File: src/rtl/hazard_scoreboard.sv
// Hazard unit beside ID: per-register pending-write scoreboard, mult/div busy tracking,
// saturating stall counter. Drives pc_write, stall (IF/ID hold), if_flush, id_flush.
//
// Ports:
//   clk, reset (async, active-low)
//   id_* : current ID instruction (valid, sources, dest, load/md/hilo flags)
//   jump_id, branch_taken_ex : control-flow redirects
//   pc_write, stall, if_flush, id_flush, md_busy, stall_count : hazard controls

module hazard_scoreboard #(
   parameter int NREG     = 32,
   parameter int REG_AW   = 5,
   parameter int LOAD_LAT = 1,
   parameter int MD_LAT   = 32,
   parameter int CNT_W    = 16
) (
   input  logic              clk,
   input  logic              reset,
   input  logic              id_valid,
   input  logic [REG_AW-1:0] id_rs,
   input  logic [REG_AW-1:0] id_rt,
   input  logic              id_rs_used,
   input  logic              id_rt_used,
   input  logic              id_wr_en,
   input  logic [REG_AW-1:0] id_rd,
   input  logic              id_is_load,
   input  logic              id_is_md,
   input  logic              id_reads_hilo,
   input  logic              jump_id,
   input  logic              branch_taken_ex,
   output logic              pc_write,
   output logic              stall,
   output logic              if_flush,
   output logic              id_flush,
   output logic              md_busy,
   output logic [CNT_W-1:0]  stall_count
);

   localparam logic [2:0] LD_INIT = 3'(LOAD_LAT);
   localparam logic [5:0] MD_INIT = 6'(MD_LAT);

   logic [2:0]       r_pend [NREG];
   logic [5:0]       r_md;
   logic [CNT_W-1:0] r_cnt;

   logic [NREG-1:0]  w_busy;
   logic             w_rs_hit;
   logic             w_rt_hit;
   logic             w_raw;
   logic             w_md_busy;
   logic             w_md_haz;
   logic             w_hz;
   logic             w_issue;

   always_comb begin
      w_busy = '0;
      for (int i = 1; i < NREG; i++) begin
         w_busy[i] = (r_pend[i] != 3'd0);
      end
   end

   // Register 0 never has a pending write, so r0 sources never hazard.
   assign w_rs_hit  = id_rs_used && (id_rs != '0) && w_busy[id_rs];
   assign w_rt_hit  = id_rt_used && (id_rt != '0) && w_busy[id_rt];
   assign w_raw     = id_valid && (w_rs_hit || w_rt_hit);
   assign w_md_busy = (r_md != 6'd0);
   assign w_md_haz  = id_valid && w_md_busy && (id_is_md || id_reads_hilo);
   assign w_hz      = w_raw || w_md_haz;
   assign w_issue   = id_valid && !w_hz && !branch_taken_ex;

   always_comb begin
      pc_write = 1'b0;
      stall    = 1'b0;
      if_flush = 1'b0;
      id_flush = 1'b0;
      if (reset) begin
         if (branch_taken_ex) begin
            if_flush = 1'b1;
            id_flush = 1'b1;
            pc_write = 1'b1;
         end else if (w_hz) begin
            // A jump in ID is dropped here; it is re-presented next cycle.
            stall    = 1'b1;
            id_flush = 1'b1;
         end else if (jump_id) begin
            if_flush = 1'b1;
            pc_write = 1'b1;
         end else begin
            pc_write = 1'b1;
         end
      end
   end

   assign md_busy     = w_md_busy;
   assign stall_count = r_cnt;

   // Issue reload wins over the per-cycle decrement for the same register.
   // Non-load writers clear the entry since forwarding covers ALU results.
   always_ff @(posedge clk or negedge reset) begin
      if (!reset) begin
         for (int i = 0; i < NREG; i++) begin
            r_pend[i] <= 3'd0;
         end
      end else begin
         for (int i = 0; i < NREG; i++) begin
            if (i == 0) begin
               r_pend[i] <= 3'd0;
            end else if (w_issue && id_wr_en && (id_rd == REG_AW'(i))) begin
               r_pend[i] <= id_is_load ? LD_INIT : 3'd0;
            end else if (r_pend[i] != 3'd0) begin
               r_pend[i] <= r_pend[i] - 3'd1;
            end
         end
      end
   end

   always_ff @(posedge clk or negedge reset) begin
      if (!reset) begin
         r_md <= 6'd0;
      end else if (w_issue && id_is_md) begin
         r_md <= MD_INIT;
      end else if (w_md_busy) begin
         r_md <= r_md - 6'd1;
      end
   end

   always_ff @(posedge clk or negedge reset) begin
      if (!reset) begin
         r_cnt <= '0;
      end else if (stall && (r_cnt != '1)) begin
         r_cnt <= r_cnt + CNT_W'(1);
      end
   end

endmodule

File: config.mk
export PLATFORM = sky130hd
export DESIGN_NAME = hazard_scoreboard
export DESIGN_NICKNAME = d
export VERILOG_FILES = /design/src/rtl/hazard_scoreboard.sv
export SDC_FILE = /design/constraint.sdc
export NUM_CORES = 1
export LEC_CHECK = 0
export ABC_AREA = 1
export CELL_PAD_IN_SITES_DETAIL_PLACEMENT = 1
export CELL_PAD_IN_SITES_GLOBAL_PLACEMENT = 2
export CORE_MARGIN = 4
export CORE_UTILIZATION = 38
export DETAILED_ROUTE_END_ITERATION = 7
export PLACE_DENSITY_LB_ADDON = 0.1
export SETUP_SLACK_MARGIN = 0.3
export SYNTH_ARGS = -nofsm -noshare
export SYNTH_HDL_FRONTEND = slang
export SYNTH_SLANG_ARGS = --single-unit
File: constraint.sdc
create_clock -name clk -period 4.6 [get_ports clk]
set_input_delay 0.92 -clock clk [delete_from_list [all_inputs] [get_ports clk]]
set_output_delay 0.92 -clock clk [all_outputs]
set_load 0.03 [all_outputs]
# [Word level (Yosys, flattened, before mapping)]
# Index checks and enable logic that the tools add are counted.
[word_totals] in_bits=26 reg_bits=115
[classes] n_eq_ne=32 muxes=81 n_lt_le_gt_ge=2 add_sub_neg=33 reduce_logical=114
[ops] op="$mux 3" n=62
[ops] op="$reduce_bool 3->1" n=31
[ops] op="$sub 3x1->3 const B" n=31
[ops] op="$eq 5x5->1 const B" n=16
[ops] op="$reduce_bool 2->1" n=32
[ops] op="$logic_and 1x1->1" n=43
[ops] op="$eq 5x4->1 const B" n=8
[ops] op="$eq 5x3->1 const B" n=4
[ops] op="$add 16x1->16 const B" n=1
[ops] op="$ne 16x16->1 const B" n=1
[ops] op="$mux 1" n=15
[ops] op="$lt 5x6->1 const B" n=2
[ops] op="$mux 6" n=2
[ops] op="$bmux 1 s5" n=2
[ops] op="$eq 5x2->1 const B" n=2
[ops] op="$reduce_bool 5->1" n=2
[ops] op="$reduce_bool 6->1" n=1
[ops] op="$sub 6x1->6 const B" n=1
[ops] op="$eq 5x1->1 const B" n=1
[ops] op="$logic_or 1x1->1" n=3
[ops] op="$logic_not 1->1" n=2

# [Logic depth before layout (Yosys ltp)]
[depth] ltp_word=13 mapped_depth=19

# [Worst setup path before layout]
# OpenSTA, ideal clock, no wires.
[synth_path] path_kind="in2out" from="in id_rs[1]" to="out if_flush" t_arrival_ns=2.432 path_slack_ns=1.248 t_required_ns=3.680 n_path_buf=1 path_stages=14 cell_sequence="buf_4 > nor2_2 > inv_2 > o21ai_0 > nor2_1 > nand2_1 > nand3_1 > nand2_1 > nand2_1 > nand2_1 > nand3_2 > nand2_2 > o21ai_0 > nor2_1"
[synth_between] elab_chain_len=9 word_cells_on_any_way=11 classes_between="5 x mux; 6 x reduce/logical"
[synth_rtl] item="start, declared" line_no="20" text="input logic [REG_AW-1:0] id_rs,"
[synth_rtl] item="$bmux 1 s5 or $reduce_bool 5->1 (tied branches)" line_no="63" text="assign w_rs_hit = id_rs_used && (id_rs != '0) && w_busy[id_rs];"
[synth_rtl] item="$mux 1 (not written as such) or $logic_and 1x1->1 (tied branches)" line_no="63"
[synth_rtl] item="$logic_and 1x1->1 (*)" line_no="63"
[synth_rtl] item="$logic_or 1x1->1 (*)" line_no="65" text="assign w_raw = id_valid && (w_rs_hit || w_rt_hit);"
[synth_rtl] item="$logic_and 1x1->1 (*)" line_no="65"
[synth_rtl] item="$logic_or 1x1->1 (*)" line_no="68" text="assign w_hz = w_raw || w_md_haz;"
[synth_rtl] item="$mux 1 (*)" line_no="81" text="end else if (w_hz) begin"
[synth_rtl] item="$mux 1 (*)" line_no="77" text="if (branch_taken_ex) begin"
[synth_rtl] item="$mux 1 (*)" line_no="76" text="if (reset) begin"
[synth_rtl] item="end, declared" line_no="33" text="output logic if_flush,"
# Mark *: on every way between the ends. The rest lies on a longest branch, timed or not. The select of a mux whose other input is x is not followed.

# [Final worst setup path]
[layout_path] from="in id_rs[0]" to="out if_flush"
# The elaborated chain is that of the path after synthesis.

==> flow_summary.toml <==
[run_status]
status = "finished, final reports clean"

[cts]
clockBufferDepth = 2
cts_root_buffer = "clkbuf_16"
cts_max_level = 4
clkTransAtPathRegs_ps = 60
clk_latency_ps = 430
cts_tree = "yes"
clock-sinks = 115
cts_buffers = 17
cts_hold_buf = 0

[worst_hold_path]
hp-class = "flop to flop"

[placement]
dp_hpwl_mm = 15.9
place_inst = 1409
pre_cts_ws_ps = 260
port-buffer-count = 46
place.gp.congestion = 0.839

[synthesis]
synth_area_leaders = "dfrtp_1 (36%), nand2_1 (13%), inv_1 (11%), ha_1 (10%), xor2_1 (8.3%)"
syn-instance-count = 1114
synth.largest_area_cell = "dfrtp_1"
async_flop_share_pct = 100
netlist_area_mm2 = 0.00804
synthesis.nets = 1204
yosysUniqueCellTypes = 31
synth.avg_cell_area_um2 = 7.22
synth_top_flop_cell = "dfrtp_1"
yosys.area.top_type_share_pct = 35.8
synth-seq-area-share_pct = 35.8
ys_warn_count = 0
synth_enable_flop_cells = 0
ys_seq_elements = 115

[sta]
finalSetupViolations = 0
finalCriticalPeriod_ps = 4070
worstMarginPinSlew_ps = 1220
setup_ws_ps = 534
skew_ps = 12.8
max_slew_margin_pct = 18.8
finalCritPeriodShare_pct = 88.4
fin_tns_setup_ps = 0
hold_viol_final = 0
maxSlewViolCount = 0
rsz0062_at_grt = "false"
fmax_ghz = 0.246

[floorplan]
die_area_mm2 = 0.0235
start_util_pct = 39.2
die_h_um = 153
fp.dieW_um = 153
io_pins = 47
core_area_mm2 = 0.0205
rows = 52

[power]
leakagePower_uw = 0.00534
clkPwrFrac_pct = 24.8
comb_power_share_pct = 46.2
internal-power_uw = 3580
swShare_pct = 41.4
irDropWorstVdd_uv = 280
p_per_area_mw_per_mm2 = 650
seq_power_share_pct = 29.0
p_switching_uw = 2530

[routing]
route.antenna.remaining_nets = 0
dr_wl_met2_mm = 10.4
top_layer_used = "met4"
routedWlPerCell_um = 15.4
routed_via_density = 4.82
wl_met1_mm = 10.8
wl_mm = 22.2
drt_first_iter_violations = 335
dr_wl_met3_um = 685
dr.pass1.iters = 7
via_count = 6945
drc = 0

[worst_setup_path]
critPathCaptureType = "primary output"
crit_chain = "dlygate4sd2_1 > inv_2 > nor2_4 > a21oi_1 > nand2_1 > nand2_1 > a21oi_1 > nand2_1 > nand2_1 > nand2_1 > nand3_2 > nand2_2 > o21ai_0 > nor2_1 > buf_4"
crit_type = "input pin to primary output"
cpPeakStageDelay_ps = 580
cp-start-kind = "input pin"
reg2reg_from = "r_pend[21]$_DFFE_PN0P_"
cp_data_required_time_ps = 3680
cp-startpoint = "id_rs[0]"
cp_max_fo = 13
path_common_cell = "nand2_1"
reg2reg_depth = 16
crit_path_top_delay_cell = "dlygate4sd2_1"
rrSetupSlack_ps = 1390
r2r_end = "r_pend[87]$_DFFE_PN0P_"
endpoint = "if_flush"
worst_ep_arrival_time_ps = 3150

[finish]
fin_nets = 1248
final_util_pct = 45.9
instances_no_fill = 1442
num-fill-cells = 2596
syn_to_final_growth_pct = 17.0
layout-drive-gt1-share_pct = 5.21

[global_route]
overflow = 0
grt_use_total_pct = 19.6
grt_pass1_wl_mm = 36.9
antenna_found_initial = 1
grt_pass1_vias = 7083
grt_max_degree = 116

[job]
timing.max_cap.violations = 0
stage by stage:
| stage | power, µW | hold WS (ps) | area, µm² |
|---|---|---|---|
| 3_3_place_gp | 4510 | 489 | 8740 |
| 3_5_place_dp | 4630 | 497 | 8740 |
| 6_report | 6120 | 504 | 9410 |
| 2_1_floorplan | 3920 | 465 | 8040 |
| 4_1_cts | 6220 | 508 | 9400 |
| 5_1_grt | 6820 | 537 | 9400 |
area by class of cell:
cell class	count	area (µm²)	share of cell area, %
antenna	1	2.50	0.0266
clock buffer	18	439	4.67
clock inverter	14	226	2.41
inverter	252	948	10.1
multi-input combinational	718	4060	43.1
sequential	115	2880	30.6
tap	270	338	3.59
timing repair buffer	54	517	5.49
how the worst min path moves through the flow:
stage,cells past startpoint,slack (ps),startpoint,end
after CTS,1,510,r_md[2]$_DFFE_PN0P_,r_md[2]$_DFFE_PN0P_
after floorplan,1,460,r_md[2]$_DFFE_PN0P_,r_md[2]$_DFFE_PN0P_
after global placement,2,490,stall_count[14]$_DFFE_PN0P_,stall_count[14]$_DFFE_PN0P_
after global routing,1,540,r_md[2]$_DFFE_PN0P_,r_md[2]$_DFFE_PN0P_
after detailed placement,1,500,r_md[2]$_DFFE_PN0P_,r_md[2]$_DFFE_PN0P_
final,1,500,r_md[2]$_DFFE_PN0P_,r_md[2]$_DFFE_PN0P_
Yosys cell counts, types with 7 or more instances:
cell type and count:
xor2_1 76, dfrtp_1 115, nand3_1 92, nor3_1 9, nor2_1 71, clkbuf_1 13, a21oi_1 15, ha_1 64
nand4_1 62, o21ai_0 31, buf_4 7, inv_1 246, nand2_1 278
cell families after synthesis:
| group | Yosys count | share of synthesized area, % |
|---|---|---|
| adders and majority gates | 64 | 9.96 |
| DFF | 115 | 35.8 |
| and+or+nand+nor | 523 | 28.6 |
| buffers and inverters | 281 | 13.7 |
| AOI/OAI and AO/OA | 53 | 3.42 |
| xor gates and xnor gates | 78 | 8.50 |
metal layers:
| layer | vias to the layer above | GRT usage, % |
|---|---|---|
| met1 | 3324 | 26.4 |
| met4 | 0 | 5.13 |
| met2 | 85 | 32.5 |
| met3 | 21 | 3.76 |
| li1 | 3515 | - |
| met5 | - | 0 |
worst max-delay path, delay by kind of cell:
kind            cells  cell delay (ps)
compound gates      3              420
buf+inv             3              990
simple gates        9              810
power by group through the flow:
stage | registers [µW] | logic (µW) | clock network, µW
6_report | 1770 | 2820 | 1520
3_3_place_gp | 1770 | 2740 | 0
4_1_cts | 1780 | 2880 | 1560
2_1_floorplan | 1760 | 2160 | 0
3_5_place_dp | 1790 | 2840 | 0
5_1_grt | 1830 | 3380 | 1610
placed cells by master (no fill, tap or decap), types with 2 or more instances in the layout:
cell type	count
nor3_1	9
xnor2_1	2
clkdlybuf4s50_1	38
o21ai_0	31
nand3_1	92
nand4_1	62
ha_1	64
nor2_1	71
dfrtp_1	115
bufinv_16	5
inv_6	2
buf_4	12
nand2_1	278
clkinvlp_4	2
nor2_2	3
o211ai_1	3
xor2_1	76
clkinv_4	5
inv_1	246
o21ai_1	3
a21oi_1	15
inv_2	5
clkbuf_16	17
registers in the layout, indices dropped and copies added, names as in the netlist:
| signal | cells |
|---|---|
| r_pend | 93 |
| r_md | 6 |
| stall_count | 16 |
timing repair:
action,in CTS,in global routing
setup buffers,0,0
endpoints found under the hold margin,0,0
setup endpoints to repair,2,1
gates resized for setup,1,1
(Power assumes the default switching activity.)
